`src/rtl/apb_soc_cfg_seq.sv`:
```
// Purpose: APB master that programs the SoC control/pad-config block, reads every word back and posts a STATUS code.
// Latency: first SETUP one cycle after start_i; 2 cycles per zero-wait transfer; done_o 47 cycles after start.
// Backpressure: PREADY low stretches ACCESS; TIMEOUT consecutive wait cycles abort the sequence.
module apb_soc_cfg_seq #(
    parameter int          APB_ADDR_WIDTH = 12,
    parameter int unsigned BASE_ADDR      = 0,
    parameter int          TIMEOUT        = 16
) (
    input  logic                      HCLK,
    input  logic                      HRESET,
    input  logic                      start_i,
    input  logic [31:0]               pad_mux_i,
    input  logic [31:0]               clk_gate_i,
    input  logic [31:0]               boot_addr_i,
    input  logic [7:0][31:0]          pad_cfg_i,
    output logic [APB_ADDR_WIDTH-1:0] PADDR,
    output logic [31:0]               PWDATA,
    output logic                      PWRITE,
    output logic                      PSEL,
    output logic                      PENABLE,
    input  logic [31:0]               PRDATA,
    input  logic                      PREADY,
    input  logic                      PSLVERR,
    output logic                      busy_o,
    output logic                      done_o,
    output logic                      err_o,
    output logic [1:0]                err_code_o,
    output logic [3:0]                err_idx_o
);

    // Transfer list: 0..10 writes, 11..21 read-backs in the same order, 22 STATUS write.
    localparam logic [4:0]  LAST_WR_IDX = 5'd10;
    localparam logic [4:0]  LAST_RD_IDX = 5'd21;
    localparam logic [4:0]  STATUS_IDX  = 5'd22;
    localparam logic [4:0]  RD_BASE_IDX = 5'd11;
    localparam logic [7:0]  STATUS_OFF  = 8'h14;
    localparam logic [7:0]  WAIT_LIMIT  = 8'(TIMEOUT - 1);
    localparam logic [31:0] BASE32      = 32'(BASE_ADDR);
    localparam logic [31:0] MASK_FULL   = 32'hFFFF_FFFF;
    localparam logic [31:0] MASK_PAD    = 32'h3F3F_3F3F;

    localparam logic [1:0] ERR_NONE     = 2'd0;
    localparam logic [1:0] ERR_MISMATCH = 2'd1;
    localparam logic [1:0] ERR_SLVERR   = 2'd2;
    localparam logic [1:0] ERR_TIMEOUT  = 2'd3;

    typedef enum logic [1:0] {
        S_IDLE   = 2'd0,
        S_SETUP  = 2'd1,
        S_ACCESS = 2'd2,
        S_DONE   = 2'd3
    } state_t;

    state_t           state_q;
    state_t           state_d;
    logic [4:0]       idx_q;
    logic [7:0]       wait_q;
    logic [1:0]       err_code_q;
    logic [4:0]       err_idx_q;

    logic [31:0]      sh_pad_mux;
    logic [31:0]      sh_clk_gate;
    logic [31:0]      sh_boot_addr;
    logic [7:0][31:0] sh_pad_cfg;

    // Decoded view of the current transfer.
    logic             is_write;
    logic             is_status;
    logic [4:0]       pos;
    logic [4:0]       pcfg_sel;
    logic [7:0]       offset;
    logic [31:0]      addr_sum;
    logic [31:0]      shadow_word;
    logic [31:0]      cmp_mask;
    logic [31:0]      wr_data;

    // Per-cycle events while in ACCESS.
    logic             start_acc;
    logic             xfer_ok;
    logic             slv_err;
    logic             tmo_hit;
    logic             rd_mismatch;

    assign start_acc = (state_q == S_IDLE) && start_i;
    assign xfer_ok   = (state_q == S_ACCESS) && PREADY;
    assign slv_err   = xfer_ok && PSLVERR;
    assign tmo_hit   = (state_q == S_ACCESS) && !PREADY && (wait_q >= WAIT_LIMIT);

    // Decode index into list position, address offset, shadow word and compare mask.
    always_comb begin
        is_status   = (idx_q == STATUS_IDX);
        is_write    = (idx_q <= LAST_WR_IDX) || is_status;
        pos         = (idx_q <= LAST_WR_IDX) ? idx_q : (idx_q - RD_BASE_IDX);
        pcfg_sel    = pos - 5'd3;
        if (is_status) begin
            offset = STATUS_OFF;
        end else if (pos < 5'd3) begin
            offset = {1'b0, pos, 2'b00};
        end else begin
            // 0x20 + 4*(pos-3) collapses to 0x14 + 4*pos.
            offset = STATUS_OFF + {1'b0, pos, 2'b00};
        end
        addr_sum    = BASE32 + {24'b0, offset};
        shadow_word = 32'h0;
        case (pos)
            5'd0:    shadow_word = sh_pad_mux;
            5'd1:    shadow_word = sh_clk_gate;
            5'd2:    shadow_word = sh_boot_addr;
            default: shadow_word = sh_pad_cfg[pcfg_sel[2:0]];
        endcase
        cmp_mask    = (pos < 5'd3) ? MASK_FULL : MASK_PAD;
        // STATUS can only carry the mismatch code: any abort skips it.
        wr_data     = is_status ? {30'b0, (err_code_q == ERR_MISMATCH), 1'b0} : shadow_word;
    end

    assign rd_mismatch = xfer_ok && !PSLVERR && !is_write &&
                         (((PRDATA ^ shadow_word) & cmp_mask) != 32'h0);

    // FSM state register.
    always_ff @(posedge HCLK or posedge HRESET) begin
        if (HRESET) begin
            state_q <= S_IDLE;
        end else begin
            state_q <= state_d;
        end
    end

    // FSM next-state: back-to-back transfers, abort straight to DONE on error or timeout.
    always_comb begin
        state_d = state_q;
        case (state_q)
            S_IDLE: begin
                if (start_i) begin
                    state_d = S_SETUP;
                end
            end
            S_SETUP: begin
                state_d = S_ACCESS;
            end
            S_ACCESS: begin
                if (slv_err || tmo_hit) begin
                    state_d = S_DONE;
                end else if (xfer_ok) begin
                    state_d = is_status ? S_DONE : S_SETUP;
                end
            end
            S_DONE: begin
                state_d = S_IDLE;
            end
            default: begin
                state_d = S_IDLE;
            end
        endcase
    end

    // FSM outputs: APB signals are decoded from state so a reset drops them immediately.
    always_comb begin
        PSEL    = 1'b0;
        PENABLE = 1'b0;
        PWRITE  = 1'b0;
        PADDR   = '0;
        PWDATA  = 32'h0;
        busy_o  = 1'b0;
        done_o  = 1'b0;
        err_o   = 1'b0;
        case (state_q)
            S_SETUP, S_ACCESS: begin
                PSEL    = 1'b1;
                PENABLE = (state_q == S_ACCESS);
                PWRITE  = is_write;
                PADDR   = addr_sum[APB_ADDR_WIDTH-1:0];
                PWDATA  = is_write ? wr_data : 32'h0;
                busy_o  = 1'b1;
            end
            S_DONE: begin
                busy_o  = 1'b1;
                done_o  = 1'b1;
                err_o   = (err_code_q != ERR_NONE);
            end
            default: begin
                // Result stays visible in IDLE until the next start.
                err_o   = (err_code_q != ERR_NONE);
            end
        endcase
    end

    // Transfer index and ACCESS wait counter (saturating).
    always_ff @(posedge HCLK or posedge HRESET) begin
        if (HRESET) begin
            idx_q  <= 5'd0;
            wait_q <= 8'd0;
        end else begin
            if (start_acc) begin
                idx_q <= 5'd0;
            end else if (xfer_ok && !PSLVERR && !is_status) begin
                idx_q <= idx_q + 5'd1;
            end
            if (state_q == S_SETUP) begin
                wait_q <= 8'd0;
            end else if ((state_q == S_ACCESS) && !PREADY && (wait_q != 8'hFF)) begin
                wait_q <= wait_q + 8'd1;
            end
        end
    end

    // Shadow copy of the configuration taken at start; inputs may change while busy.
    always_ff @(posedge HCLK or posedge HRESET) begin
        if (HRESET) begin
            sh_pad_mux   <= 32'h0;
            sh_clk_gate  <= 32'h0;
            sh_boot_addr <= 32'h0;
            sh_pad_cfg   <= '0;
        end else if (start_acc) begin
            sh_pad_mux   <= pad_mux_i;
            sh_clk_gate  <= clk_gate_i;
            sh_boot_addr <= boot_addr_i;
            sh_pad_cfg   <= pad_cfg_i;
        end
    end

    // Error record: first mismatch fixes the index; a later abort upgrades the code only.
    always_ff @(posedge HCLK or posedge HRESET) begin
        if (HRESET) begin
            err_code_q <= ERR_NONE;
            err_idx_q  <= 5'd0;
        end else begin
            if (start_acc) begin
                err_code_q <= ERR_NONE;
                err_idx_q  <= 5'd0;
            end else if (slv_err || tmo_hit) begin
                err_code_q <= slv_err ? ERR_SLVERR : ERR_TIMEOUT;
                if (err_code_q == ERR_NONE) begin
                    err_idx_q <= idx_q;
                end
            end else if (rd_mismatch && (err_code_q == ERR_NONE)) begin
                err_code_q <= ERR_MISMATCH;
                err_idx_q  <= idx_q;
            end
        end
    end

    assign err_code_o = err_code_q;
    // Index port is 4 bits wide; indices 16..22 are reported modulo 16.
    assign err_idx_o  = err_idx_q[3:0];

endmodule

```
`config.mk`:
```
export PLATFORM = sky130hd
export DESIGN_NAME = apb_soc_cfg_seq
export DESIGN_NICKNAME = d
export VERILOG_FILES = /design/src/rtl/apb_soc_cfg_seq.sv
export SDC_FILE = /design/constraint.sdc
export NUM_CORES = 1
export LEC_CHECK = 0
export ABC_CLOCK_PERIOD_IN_PS = 31800
export CAP_MARGIN = 30
export CORE_MARGIN = 4
export CORE_UTILIZATION = 40
export CTS_CLUSTER_DIAMETER = 200
export DETAILED_ROUTE_END_ITERATION = 10
export HOLD_SLACK_MARGIN = 0.15
export PLACE_DENSITY_LB_ADDON = 0.2
export RECOVER_POWER = 100
export SLEW_MARGIN = 5
export SYNTH_ARGS = -nofsm -noshare
export SYNTH_HDL_FRONTEND = slang
export SYNTH_SLANG_ARGS = --single-unit
```
`constraint.sdc`:
```
create_clock -name HCLK -period 31.8 [get_ports HCLK]
set_clock_uncertainty 0.05 [all_clocks]
set_input_delay 6.36 -clock HCLK [delete_from_list [all_inputs] [get_ports HCLK]]
set_output_delay 6.36 -clock HCLK [all_outputs]
set_load 0.005 [all_outputs]
```
==> results.yml, run 1 <==
run_status:
  status: "finished, violations left"
  violations: "max-capacitance violations, max-slew violations"
synthesis:
  ys_seq_area_share_pct: 51.03
  synth_edf_count: 0
  ys_types: 69
  synth_area_um2: 18290
  yosysTopAreaCellShare_pct: 51.03
  synth_top_cells_by_count: "nand2_1 (1084), dfrtp_1 (373), clkbuf_1 (110), a21oi_1 (70), mux4_2 (39)"
  synth_async_sr_flop_share_pct: 100.0
  avgSynthCellArea_um2: 8.685
  synth-main-ff-cell: "dfrtp_1"
  yosysWarnings: 0
  netlist_top_cells_area: "dfrtp_1 (51%), nand2_1 (22%), mux4_2 (4.8%), clkbuf_1 (2.3%), a21oi_1 (1.9%)"
  synth-seq-cells: 373
  synth_cells: 2106
  synth.most_common_cell: "nand2_1"
  yosysTopAreaCell: "dfrtp_1"
cts:
  clk_latency_ns: 0.57
  cts_buffers: 44
  tritoncts: "built"
  cts_root_buffer: "clkbuf_16"
  clock_sinks: 373
  postCtsHoldBufs: 0
  clockBufferDepth: 3
  cts.clk_slew.worst_paths_ns: 0.06
  cts_resized: 0
  ctsHtreeMaxLevel: 2
  post_cts_buffers: 0
floorplan:
  fp.dieH_um: 221.8
  die_area_um2: 49210
  pin_count: 445
  num_rows: 78
  core-area_um2: 45280
  start_util_pct: 40.39
  die_x_um: 221.8
power:
  internal-power_mw: 1.461
  power_mw: 2.469
  seq_power_share_pct: 33.5
  combPwrFrac_pct: 46.5
  p_leak_nw: 11.75
  switchingPower_mw: 1.008
  sw_frac_of_total_pct: 40.84
  cellPowerDensity_nw_per_um2: 101.2
  max-vdd-ir-drop_mv: 0.04798
  p_clk_share_pct: 20.0
drt:
  viasPerCell: 5.381
  wl_per_cell_um: 22.13
  drtIter0Drc: 1836
  vias: 16710
  drtPass1Iterations: 7
  ant_nets: 0
  drt_wl_total_mm: 68.74
  drc_errors: 0
setup_path:
  crit_top_cell: "clkbuf_1"
  regToRegEndpoint: "err_code_o[0]"
  slowest_delay_ns: 2.01
  worstSetupStartpointType: "register"
  ff2ff_setup_slack_ns: 18.91
  reg2regPathDepth: 21
  crit_path_cell_trace: "clkbuf_1, clkinv_1, ha_1, nand2b_1, a21o_1, xnor2_4, clkbuf_1, clkinvlp_2, ha_1, clkbuf_1, nor3_1, nand2b_1, o211a_1, clkbuf_1, a22oi_1, o21ai_0, nor2b_1, dlygate4sd3_1"
  crit_path_end_kind: "output pin"
  crit_type: "reg2out"
  cp_slowest_cell: "clkinvlp_2"
  worstPathArrival_ns: 12.56
  cp_max_fo: 33
  cp.required_ns: 25.39
  r2r-start: "idx_q[0]"
global_routing:
  grt_overflow_total: 0
  grt_pass1_vias: 16760
  grt_util_all_layers_pct: 27.18
  grt_pass1_wl_mm: 103.7
  antenna_found_initial: 6
  grt_max_degree: 216
timing:
  drv_slew: 661
  tightest_slew_ns: 9.229
  maxClockFrequency_mhz: 52.71
  setup_viol: 0
  final.min_clock_period_ns: 18.97
  relSlewSlack_pct: -515.3
  setup_tns_ns: 0
  hold_viol_final: 0
  fin_crit_sh_pct: 59.66
  rsz0062_at_grt: "false"
finish:
  fillerInstances: 4235
  layout-drive-gt1-share_pct: 5.713
  fin_util_pct: 53.87
  layout-area-overhead-vs-synth_pct: 33.37
  final-instance-count-excl-fill: 3106
  num-nets-final: 2874
hold_path:
  whs_endpoint: "sh_pad_cfg[220]"
  hold_path_depth: 2
  hold_path_startpoint: "sh_pad_cfg[220]"
  worst_hold_path_type: "reg2reg"
placed_design:
  dp.cells: 3024
  gp_congestion: 0.9144
  portBuffers: 438
  hpwl_mm: 50.34
run:
  maxCapViolCount: 8
==> power by group through the flow <==
stage	sequential (mW)	combinational, mW	clock, mW
after floorplan	0.779	0.700	0
after global placement	0.824	1.12	0
after detailed placement	0.833	1.13	0
after CTS	0.826	1.14	0.504
after global routing	0.848	1.25	0.525
final	0.827	1.15	0.494
==> how the worst max path moves through the flow <==
| stage | from | end | slack (ns) | cells after the start |
|---|---|---|---|---|
| after floorplan | HRESET | err_code_o[0] | 15.03 | 1 |
| after global placement | idx_q[0] | PWDATA[12] | 18.93 | 17 |
| after detailed placement | idx_q[0] | PWDATA[12] | 18.83 | 17 |
| after CTS | idx_q[0] | PWDATA[12] | 18.19 | 17 |
| after global routing | idx_q[0] | PWDATA[1] | 11.92 | 18 |
| final | idx_q[0] | PWDATA[23] | 12.83 | 18 |
==> sequential cells by signal (all words and copies together), names as in the netlist <==
| register | cells |
|---|---|
| err_code_o | 2 |
| sh_boot_addr | 32 |
| idx_q | 5 |
| sh_pad_mux | 32 |
| sh_clk_gate | 32 |
| state_q | 2 |
| err_idx_q | 4 |
| sh_pad_cfg | 256 |
| wait_q | 8 |
==> metal layers <==
| layer | wire (um) | global-route usage [%] |
|---|---|---|
| met5 | 35 | 0 |
| met3 | 5174 | 5.600 |
| met4 | 1614 | 6.903 |
| met2 | 32110 | 43.46 |
| met1 | 29810 | 38.29 |
==> cells in the final DEF (no fill, tap or decap), types with 9 or more instances in the layout <==
| cell type | count |
|---|---|
| o32a_1 | 9 |
| or3_1 | 13 |
| nor2_1 | 32 |
| o211ai_1 | 9 |
| a31oi_1 | 12 |
| nor3_1 | 22 |
| nor4_1 | 26 |
| xnor2_1 | 11 |
| clkbuf_1 | 19 |
| a2bb2oi_1 | 17 |
| o21ai_0 | 20 |
| a21oi_1 | 69 |
| mux4_2 | 39 |
| buf_4 | 11 |
| clkbuf_16 | 45 |
| a222oi_1 | 32 |
| nor2b_1 | 11 |
| xor2_1 | 9 |
| ha_1 | 12 |
| dfrtp_1 | 373 |
| clkbuf_8 | 10 |
| nand3_1 | 14 |
| dlygate4sd3_1 | 47 |
| inv_1 | 15 |
| and3_1 | 22 |
| nand2_1 | 1083 |
| clkdlybuf4s50_1 | 391 |
==> worst max-delay path: cells and delay by family (launching register included) <==
family,cells,cell delay [ns]
and+or+nand+nor,4,1.08
buffers and inverters,7,7.80
DFF,1,0.42
AOI/OAI and AO/OA,4,1.28
adders and majority gates,2,1.06
xor gates and xnor gates,1,0.22
==> per-stage QoR <==
step	area [um2]	worst slack (ns)	hold WS, ns
2_1_floorplan	18310	15.03	0.3873
3_3_place_gp	22980	18.93	0.4023
3_5_place_dp	23000	18.83	0.4072
4_1_cts	24400	18.19	0.4216
5_1_grt	24390	11.92	0.4359
6_report	24390	12.83	0.4165
==> kinds of logic (layout without fill, tap and decap cells) <==
logic type,after synthesis,count (layout),share of synthesized area [%]
DFF,373,373,51.03
other,1,9,0.02050
muxes,54,54,6.245
xor gates and xnor gates,21,21,1.108
AOI/OAI and AO/OA,219,219,8.749
adders and majority gates,12,12,0.8208
and+or+nand+nor,1263,1263,28.01
buffers and inverters,163,555,4.015
==> layout make-up <==
class,instances,area [um2],share of cell area (%)
flip-flops and latches,373,9334,38.26
multi-input cells,1575,8265,33.88
repair buffers,460,4564,18.71
clock buffers,66,1305,5.350
well taps,600,750.7,3.077
clock inverters,10,93.84,0.3847
inverters,19,73.82,0.3026
diodes,3,7.507,0.03077
Power figures use the tool's default switching activity.
==> run 2, diff against run 1 <==
--- a/config.mk
+++ b/config.mk
@@ -5,7 +5,7 @@
 export SDC_FILE = /design/constraint.sdc
 export NUM_CORES = 1
 export LEC_CHECK = 0
-export ABC_CLOCK_PERIOD_IN_PS = 31800
+export ABC_CLOCK_PERIOD_IN_PS = 16700
 export CAP_MARGIN = 30
 export CORE_MARGIN = 4
 export CORE_UTILIZATION = 40
==> constraint.sdc (replaced) <==
create_clock -name HCLK -period 16.7 [get_ports HCLK]
set_clock_uncertainty 0.05 [all_clocks]
set_input_delay 3.34 -clock HCLK [delete_from_list [all_inputs] [get_ports HCLK]]
set_output_delay 3.34 -clock HCLK [all_outputs]
set_load 0.005 [all_outputs]
==> run 2 against run 1 <==
The flow still finishes with violations (max-capacitance violations, max-slew violations). Cell count is essentially flat. Via count is 0.72% higher. Clock power rose by 97%. Core utilization barely moved. Global-route usage about the same. Clock-buffer cell count fell by 2. Non-clock buffer count rose by 5. Wire length grew 0.29%. Register-to-register slack worse by 12 ns. Total power up 91%. Cell area about the same. Sequential share of layout area barely moved. Critical path type unchanged. Largest power group unchanged. Highest routed layer unchanged.
==> results.yml, run 2 (synthesized netlist as in run 1, its figures left out) <==
power:
  p_clk_share_pct: 20.6
  combPwrFrac_pct: 46.0
  switchingPower_mw: 1.926
  internal-power_mw: 2.787
  p_leak_nw: 11.74
  cellPowerDensity_nw_per_um2: 193.1
  seq_power_share_pct: 33.4
  sw_frac_of_total_pct: 40.87
  max-vdd-ir-drop_mv: 0.1040
finish:
  regArea_um2: 9334
  num-nets-final: 2878
  fillerInstances: 4235
  largest_reg_flops: 256
  layout_common_cells: "nand2_1 (1084), clkdlybuf4s50_1 (393), dfrtp_1 (373), a21oi_1 (69)"
  layout-area-overhead-vs-synth_pct: 33.45
  layout-drive-gt1-share_pct: 5.587
  fin_util_pct: 53.90
  final_common_cell: "nand2_1"
  multiInputGateArea_um2: 8258
  top_register: "sh_pad_cfg"
drt:
  dr_wl_met3_mm: 5.032
  top_layer: "met5"
  vias: 16830
  wl_per_cell_um: 22.18
  ant_nets: 0
  wl_met1_mm: 30.01
  dr_wl_met2_mm: 31.22
  drtPass1Iterations: 8
  viasPerCell: 5.416
  drtIter0Drc: 1758
  drt_wl_total_mm: 68.94
  drc_errors: 0
global_routing:
  grt_util_all_layers_pct: 27.21
  grt_overflow_total: 0
  grt_pass1_vias: 16970
  antenna_found_initial: 9
  grt_max_degree: 165
  grt_pass1_wl_mm: 103.9
floorplan:
  die_x_um: 221.8
  start_util_pct: 40.39
  num_rows: 78
  fp.dieH_um: 221.8
  pin_count: 445
  core-area_um2: 45280
  die_area_um2: 49210
setup_path:
  worstPathArrival_ns: 9.14
  cp.required_ns: 13.31
  cp_slowest_cell: "clkbuf_1"
  path_buf_inv: 7
  worstSetupStartpointType: "register"
  path_depth: 19
  reg2regPathDepth: 22
  crit_family: "buffers and inverters"
  crit_path_end_kind: "output pin"
  cp_max_fo: 33
  crit_type: "reg2out"
  crit_path_cell_trace: "clkbuf_1, clkinv_1, ha_1, nand2b_1, a21o_1, xnor2_4, clkbuf_1, inv_4, ha_1, buf_4, nor3_1, nor2_1, and4_1, a21oi_4, buf_4, a22oi_1, o21ai_0, nor2b_1, dlygate4sd3_1"
  slowest_delay_ns: 1.61
timing:
  hold_viol_final: 0
  rsz0062_at_grt: "false"
  setup_viol: 0
  final.min_clock_period_ns: 12.53
  tightest_slew_ns: 6.873
  setup_tns_ns: 0
  relSlewSlack_pct: -358.2
  maxClockFrequency_mhz: 79.78
  fin_crit_sh_pct: 75.06
  drv_slew: 750
cts:
  clockBufferDepth: 3
  post_cts_buffers: 0
  clock_sinks: 373
  clk_latency_ns: 0.56
  tritoncts: "built"
  postCtsHoldBufs: 0
  cts_buffers: 43
  cts_root_buffer: "clkbuf_16"
  ctsHtreeMaxLevel: 2
  cts.clk_slew.worst_paths_ns: 0.06
  cts_resized: 0
hold_path:
  worst_hold_path_type: "reg2reg"
  hold_path_depth: 2
run_status:
  status: "finished, violations left"
  violations: "max-capacitance violations, max-slew violations"
placed_design:
  portBuffers: 438
  gp_congestion: 0.9276
  hpwl_mm: 50.78
run:
  maxCapViolCount: 10
==> run 2: final cells by class <==
cell class / instances / share of cell area (%)
sequential: 373 / 38.24
multi-input combinational: 1575 / 33.83
timing repair buffer: 465 / 18.63
clock buffer: 64 / 5.274
tap: 600 / 3.075
clock inverter: 10 / 0.6253
inverter: 19 / 0.3075
antenna: 2 / 0.02050
==> run 2: per-layer routing <==
layer  vias to the layer above  track usage (%)
li1                       7720                -
met1                      8245            37.93
met2                       722            42.34
met3                       135            5.958
met4                        12            9.584
met5                         -                0
==> run 2: power by group through the flow <==
stage,logic [mW],clock network (mW),registers (mW)
floorplan,1.33,0,1.48
global placement,2.13,0,1.57
detailed placement,2.15,0,1.59
CTS,2.17,0.990,1.57
global route,2.36,1.02,1.61
finish,2.17,0.971,1.57
==> run 2: metrics by stage <==
step	cell area (um2)	instances	total power [mW]	hold WS [ns]	setup WS, ns
finish	24410	3108	4.713	0.4177	4.166
global route	24410	3107	4.999	0.4354	3.513
CTS	24440	3099	4.735	0.4196	6.135
detailed placement	23000	3025	3.742	0.4061	6.752
global placement	22980	3024	3.701	0.4002	6.931
floorplan	18310	2111	2.817	0.3873	2.951
==> run 2: worst paths after layout <==
kind / start / slack [ns] / to
setup / recovery: idx_q[0] / 4.17 / PWDATA[6]
hold / removal: sh_pad_cfg[220] / 0.42 / sh_pad_cfg[220]
setup reg to reg: idx_q[0] / 7.19 / err_code_o[0]
hold reg to reg: sh_pad_cfg[220] / 0.42 / sh_pad_cfg[220]
max in group asynchronous: HRESET / 6.43 / sh_pad_mux[20]
min in group asynchronous: HRESET / 3.20 / state_q[0]
==> run 2: worst min-delay path: stages (launching register included) <==
cell	delay, ns
dfrtp_1	0.33
nand2_1	0.05
nand2_1	0.05
